### src/rtl/aww_types_pkg.sv
// Arbiter grant state encoding.
package aww_types_pkg;

  typedef enum logic [1:0] {
    IDLE = 2'd0,
    IGNT = 2'd1,
    DGNT = 2'd2
  } arb_state_t;

endpackage

### src/rtl/cpu_types_pkg.sv
// Shared datapath/RAM types: RAM status encoding and the machine word.
package cpu_types_pkg;

  typedef enum logic [1:0] {
    FREE   = 2'd0,
    BUSY   = 2'd1,
    ACCESS = 2'd2,
    ERROR  = 2'd3
  } ramstate_t;

  typedef logic [31:0] word_t;

endpackage

### src/rtl/mem_arbiter.sv
// Shares the unified single-port RAM between instruction fetch and data access.
// Define MEM_ARB_STARVE_GUARD_EN to bound how long a waiting fetch can be starved.
module mem_arbiter
  import cpu_types_pkg::*;
  import aww_types_pkg::*;
#(
  parameter int unsigned ADDR_W     = 32,
  parameter int unsigned WORD_W     = 32,
  parameter int unsigned STARVE_MAX = 4
) (
  input  logic              CLK,
  input  logic              RST,
  input  logic              iREN,
  input  logic [ADDR_W-1:0] iaddr,
  output logic [WORD_W-1:0] iload,
  output logic              iwait,
  input  logic              dREN,
  input  logic              dWEN,
  input  logic [ADDR_W-1:0] daddr,
  input  logic [WORD_W-1:0] dstore,
  output logic [WORD_W-1:0] dload,
  output logic              dwait,
  output logic              ramREN,
  output logic              ramWEN,
  output logic [ADDR_W-1:0] ramaddr,
  output logic [WORD_W-1:0] ramstore,
  input  logic [WORD_W-1:0] ramload,
  input  logic [1:0]        ramstate
);

  arb_state_t state_q;
  logic       d_req;
  logic       ram_acc;
  logic       i_done;
  logic       d_done;
  logic       starve_go;

  assign d_req   = dREN | dWEN;
  assign ram_acc = (ramstate_t'(ramstate) == ACCESS);
  assign i_done  = (state_q == IGNT) & iREN & ram_acc;
  assign d_done  = (state_q == DGNT) & d_req & ram_acc;

`ifdef MEM_ARB_STARVE_GUARD_EN
  localparam int unsigned CNT_W = $clog2(STARVE_MAX + 1);

  logic [CNT_W-1:0] starve_cnt_q;
  logic [CNT_W-1:0] starve_cnt_d;

  // Counts data completions that overtook a pending fetch; saturates at STARVE_MAX.
  always_comb begin
    starve_cnt_d = starve_cnt_q;
    if (!iREN) begin
      starve_cnt_d = '0;
    end else if (i_done) begin
      starve_cnt_d = '0;
    end else if (d_done && (starve_cnt_q != CNT_W'(STARVE_MAX))) begin
      starve_cnt_d = starve_cnt_q + CNT_W'(1);
    end
  end

  always_ff @(posedge CLK or posedge RST) begin
    if (RST) begin
      starve_cnt_q <= '0;
    end else begin
      starve_cnt_q <= starve_cnt_d;
    end
  end

  assign starve_go = iREN & (starve_cnt_q == CNT_W'(STARVE_MAX));
`else
  logic unused_starve;

  assign starve_go     = 1'b0;
  assign unused_starve = (STARVE_MAX != 0);
`endif

  // Grant FSM: one IDLE cycle between grants, no pre-emption, drop or completion releases.
  always_ff @(posedge CLK or posedge RST) begin
    if (RST) begin
      state_q <= IDLE;
    end else begin
      case (state_q)
        IDLE: begin
          if (starve_go) begin
            state_q <= IGNT;
          end else if (d_req) begin
            state_q <= DGNT;
          end else if (iREN) begin
            state_q <= IGNT;
          end
        end
        IGNT: begin
          if (!iREN || ram_acc) begin
            state_q <= IDLE;
          end
        end
        DGNT: begin
          if (!d_req || ram_acc) begin
            state_q <= IDLE;
          end
        end
        default: state_q <= IDLE;
      endcase
    end
  end

  // RAM and requester outputs follow the grant; a dropped request lowers enables at once.
  always_comb begin
    ramREN   = 1'b0;
    ramWEN   = 1'b0;
    ramaddr  = '0;
    ramstore = '0;
    iload    = '0;
    dload    = '0;
    iwait    = 1'b1;
    dwait    = 1'b1;
    case (state_q)
      IGNT: begin
        ramaddr = iaddr;
        ramREN  = iREN;
        iload   = ramload;
        iwait   = ~i_done;
      end
      DGNT: begin
        ramaddr  = daddr;
        ramstore = dstore;
        ramWEN   = dWEN;
        ramREN   = dREN & ~dWEN;
        dload    = ramload;
        dwait    = ~d_done;
      end
      default: ;
    endcase
  end

endmodule
### config.mk
export PLATFORM = sky130hd
export DESIGN_NAME = mem_arbiter
export DESIGN_NICKNAME = d
export VERILOG_FILES = /design/src/rtl/aww_types_pkg.sv /design/src/rtl/cpu_types_pkg.sv /design/src/rtl/mem_arbiter.sv
export SDC_FILE = /design/constraint.sdc
export NUM_CORES = 1
export LEC_CHECK = 0
export CAP_MARGIN = 15
export CORE_AREA = 2 2 103 105
export DETAILED_ROUTE_END_ITERATION = 10
export DIE_AREA = 0 0 105 107
export DONT_BUFFER_PORTS = 1
export PLACE_DENSITY_LB_ADDON = 0.08
export SYNTH_ARGS = -nofsm -noshare
export SYNTH_HDL_FRONTEND = slang
export SYNTH_SLANG_ARGS = --single-unit
### constraint.sdc
create_clock -name CLK -period 1.7 [get_ports CLK]
set_input_delay 0.51 -clock CLK [delete_from_list [all_inputs] [get_ports CLK]]
set_output_delay 0.51 -clock CLK [all_outputs]
set_load 0.03 [all_outputs]
# After elaboration in Yosys (flattened, before gate mapping)
# Cells that the tools add are included.
dict set report totals {
  in_bits 135
  word_cells 35
  output_inout_bits 132
  register_bits 2
}
dict set report op_classes {
  mux 13
  n_eq_ne 6
  n_reduce_logical 6
  n_bitwise 9
}
# op count
set ops {}
lappend ops {{two-way mux 32 bit} 3}
lappend ops {{one-hot mux 32 bit (2 select lines)} 1}
lappend ops {{two-way mux 2 bit} 4}
lappend ops {{one-hot mux 2 bit (3 select lines)} 1}
lappend ops {{AND 1 bit} 5}
lappend ops {{equality test 2 bit (second input constant)} 2}
lappend ops {{!= test 2 x 1 -> 1 bit (second input constant)} 2}
lappend ops {{two-way mux 1 bit} 3}
lappend ops {{!= test 3 bit (second input constant)} 1}
lappend ops {{NOT 1 bit} 3}
lappend ops {{AND reduction 3 bit} 1}
lappend ops {{equality test 2 x 1 -> 1 bit (second input constant)} 1}
lappend ops {{logical NOT 1 bit} 2}
lappend ops {{logical NOT 2 bit} 1}
lappend ops {{logical OR 1 bit} 2}
lappend ops {{one-hot mux 1 bit (2 select lines)} 1}
lappend ops {{bitwise OR 1 bit} 1}

# Depth between registers and ports, before layout
dict set report depth {
  word_depth 5
  mapped_depth 7
  mapped_depth_nobuf 6
}

# Least setup slack after synthesis
# No wires, ideal clock.
dict set report synth_path {
  path_type {reg-to-output}
  start {register state_q[0]}
  end {output ramREN}
  t_arrival_ns 1.676
  n_path_buf 2
  required_ns 1.190
  path_stages_with_launch 7
  setup_slack_ns -0.486
  path_cell_list {dfrtp_1 > inv_1 > ha_1 > buf_4 > clkbuf_2 > nand3b_1 > a21boi_0}
}
dict set report synth_via {
  elab_chain_cells 2
  word_cells_on_any_way 3
  classes_between {2 x eq/ne; 1 x mux}
}
# element line_no
set synth_rtl {}
lappend synth_rtl {{start: declaration} mem_arbiter.sv:31} ;# arb_state_t state_q;
lappend synth_rtl {{start signal: assignment} mem_arbiter.sv:80} ;# state_q <= IDLE;
lappend synth_rtl {{start signal: assignment} mem_arbiter.sv:85} ;# state_q <= IGNT;
lappend synth_rtl {{start signal: assignment} mem_arbiter.sv:87} ;# state_q <= DGNT;
lappend synth_rtl {{equality test 2 bit or equality test 2 x 1 -> 1 bit (tied branches)} mem_arbiter.sv:117} ;# case (state_q)
lappend synth_rtl {{one-hot mux 1 bit (2 select lines) *} mem_arbiter.sv:117}
lappend synth_rtl {{end: declaration} mem_arbiter.sv:23} ;# output logic ramREN,
# Every way passes the cells marked *; elsewhere a longest branch is shown, timed or not.

# Worst setup path after layout
# Ends and elaborated chain as after synthesis.

==> impl_results.md <==
- Final setup violation count: 132
- HP Class: in -> async
- Diodes inserted: 0
- CTS Root Cell: clkbuf_8
- Placed insts: 344
- Total number of vias: ~1700
- Mapped Area: between 1000 and 1500 µm²
- Worst slew pin tran: around 0.31 ns
- H-tree Lvls: 1
- Pwr/cell area: approximately 2400 nW/µm²
- RePlAce Congestion: 0.6556
- Synthesized Nets: 343
- Clock Pin Slew Worst Setup and Hold Paths: ~0.030 ns
- Distinct cell type count after synthesis: 20
- Maxcap violations: 0
- Fmax: between 0.4 and 0.5 GHz
- Initial antenna violation count: 0
- Period utilisation layout: 1.186
- Fin Clk Skew: 0.0002813 ns
- Register area share after synthesis: 0.03742
- Worst relative slew slack: 0.7885
- Fin. Hold Viols: 0
- Peak supply drop: ~0.00079 V
- DRC: 0
- Leak: approximately 1.2 nW
- Status: finished, violations left
- First-pass GRT wire length: roughly 9500 µm
- Setup ws final: -0.3156 ns
- Crit Path Category: reg -> out
- # hold bufs at CTS: 0
- Drt first pass iters: 3
- Routed wire per std cell: between 15 and 20 µm
- Remaining global-route overflow: 0
- WL final: approximately 7300 µm
- Seq. cell area: between 50 and 60 µm²
- Max reg flops: 2
- Post-Route Setup TNS: -32.02 ns
- Total power: about 7.0 mW
- Die Span Y: about 110 µm
- Inserted Clock Buffers: 3
- CTS Buffer Depth: 2
- WP data arrival: about 1.5 ns
- Failing checks: negative setup slack
- Max FO, Critical Path: 12
- Endpoint type of the worst setup path: output pin
- Number of global-route vias before repair: ~1700
- Clock Latency Late Sink: approximately 0.21 ns
- Yosys Warn Count: 0
- Min Tclk post-route: 2.016 ns
- Largest reg by FF count: state_q
- Worst stage delay on the critical path: 0.37 ns
- WHS: between 0.03 and 0.04 ns
- Global Route Usage Sum: 0.1091
- # fillers: ~1100
- Cell repeated most along the worst path: buf_12
- Core Area: 10090 µm²
- Mapped Cells: between 200 and 250
- Slowest stage cell, crit path: dfrtp_1
- DR iter-0 viols: 65
- Vias/cell: about 4.4
- Largest net degree at the start of global routing: 26
- Antenna viol nets, final: 0
- CTS tree: yes
- Dpl ws: -0.1508 ns
- Layout cells sized above 1: 0.8354
- Area growth, synth to finish: 113.8%
- NumNets Final: between 300 and 400
- Clock sink total: 2
- Worst EP required: around 1.2 ns
- Startpoint Class: flop
- RSZ-0062 raised after global routing: yes
- CP delay by family, top: flip-flops
- Initial Utilization: 0.1325
- # port buffers: 0
- Pins Over Slew Limit: 0
- CP Cell Sequence: inv_2 > ha_4 > buf_12 > buf_12 > nand3b_1 > a21boi_4
- Die X: around 110 µm
- Mean post-synth cell area: approximately 6.5 µm²
- IO Count: 267
- Finished Layout Cells: ~370
- Worst path bufs/invs: 3
- Multi-input logic area: between 1500 and 2000 µm²
- Full die area: around 11000 µm²
- Row count: 37
- DP HPWL: around 4700 µm
- Regs by FF count: state_q: 2 flops
- #FFs+latches synth: 2
## cell usage after synthesis
master | count | share of area
o21ai_1 | 1 | 0.0037
a21oi_2 | 1 | 0.0065
nand3b_1 | 1 | 0.0056
clkbuf_1 | 11 | 0.031
nand2_1 | 1 | 0.0028
clkbuf_2 | 1 | 0.0037
nor3b_1 | 1 | 0.0056
dfrtp_1 | 2 | 0.037
o21ai_0 | 4 | 0.015
nand3_1 | 1 | 0.0037
a21boi_0 | 1 | 0.0056
nor2b_1 | 34 | 0.16
o211ai_1 | 1 | 0.0056
and2_1 | 97 | 0.45
o21a_1 | 1 | 0.0056
buf_2 | 6 | 0.022
inv_1 | 3 | 0.0084
a22oi_1 | 32 | 0.18
buf_4 | 3 | 0.017
ha_1 | 3 | 0.028
## layer usage
layer,global-route usage,vias up,share of wire
li1,-,742,-
met1,0.1168,758,0.36
met2,0.2161,146,0.56
met3,0.01824,6,0.078
met4,0.03333,0,0.0091
met5,0,-,0
## through the flow
step             util  instance area [µm²]
2_1_floorplan       -                 1767
4_1_cts        0.2597                 2621
3_5_place_dp   0.2039                 2058
5_1_grt        0.2833                 2859
6_report       0.2833                 2859
3_3_place_gp   0.2039                 2058
## layout by cell type (no fill, tap or decap), drive strengths merged
cell and n:
o21a 1, clkbuf 9, a21boi 1, o211ai 1, buf 44, nand3b 1, a22oi 32, nand2 1
nor2b 34, dfrtp 2, nor3b 1, nand3 1, and2 97, inv 3, a21oi 1, o21ai 5
ha 3
## final timing paths
path / from / endpoint / slack [ns] / cells past startpoint
setup / recovery: state_q[0] / ramREN / -0.32 / 6
hold / removal: RST / state_q[1] / 0.04 / 1
setup reg to reg: state_q[1] / state_q[1] / 0.03 / 8
hold reg to reg: state_q[1] / state_q[1] / 0.61 / 2
max in group asynchronous: RST / state_q[1] / 1.54 / 1
min in group CLK: dREN / state_q[0] / 0.56 / 2
## area by class of cell
cell class	count	area share
Sequential cell	2	0.01794
Multi-Input combinational cell	179	0.6136
Tap cell	136	0.05952
Timing Repair Buffer	50	0.2906
Clock buffer	3	0.01444
Inverter	3	0.003939
## cell families after synthesis
family,share of synthesized area
AOI/OAI and AO/OA,0.2217
DFF,0.03742
adders and majority gates,0.02807
and+or+nand+nor,0.6305
buffers and inverters,0.08232
## what timing repair did
action / 4_1_cts / 5_1_grt
gates cloned: 8 / 6
gates resized for setup: 117 / 20
pin swaps: 12 / 9
setup buffers: 9 / 6
endpoints found under the setup margin: 133 / 134
## power breakdown
| part | internal (mW) | leakage (nW) | switching, mW | total, mW |
|---|---|---|---|---|
| Clock | 0.150 | 0.0216 | 0.0384 | 0.188 |
| Combinational | 3.18 | 1.12 | 3.53 | 6.71 |
| Sequential | 0.0714 | 0.0241 | 0.0220 | 0.0935 |
Power figures use the tool's default switching activity.
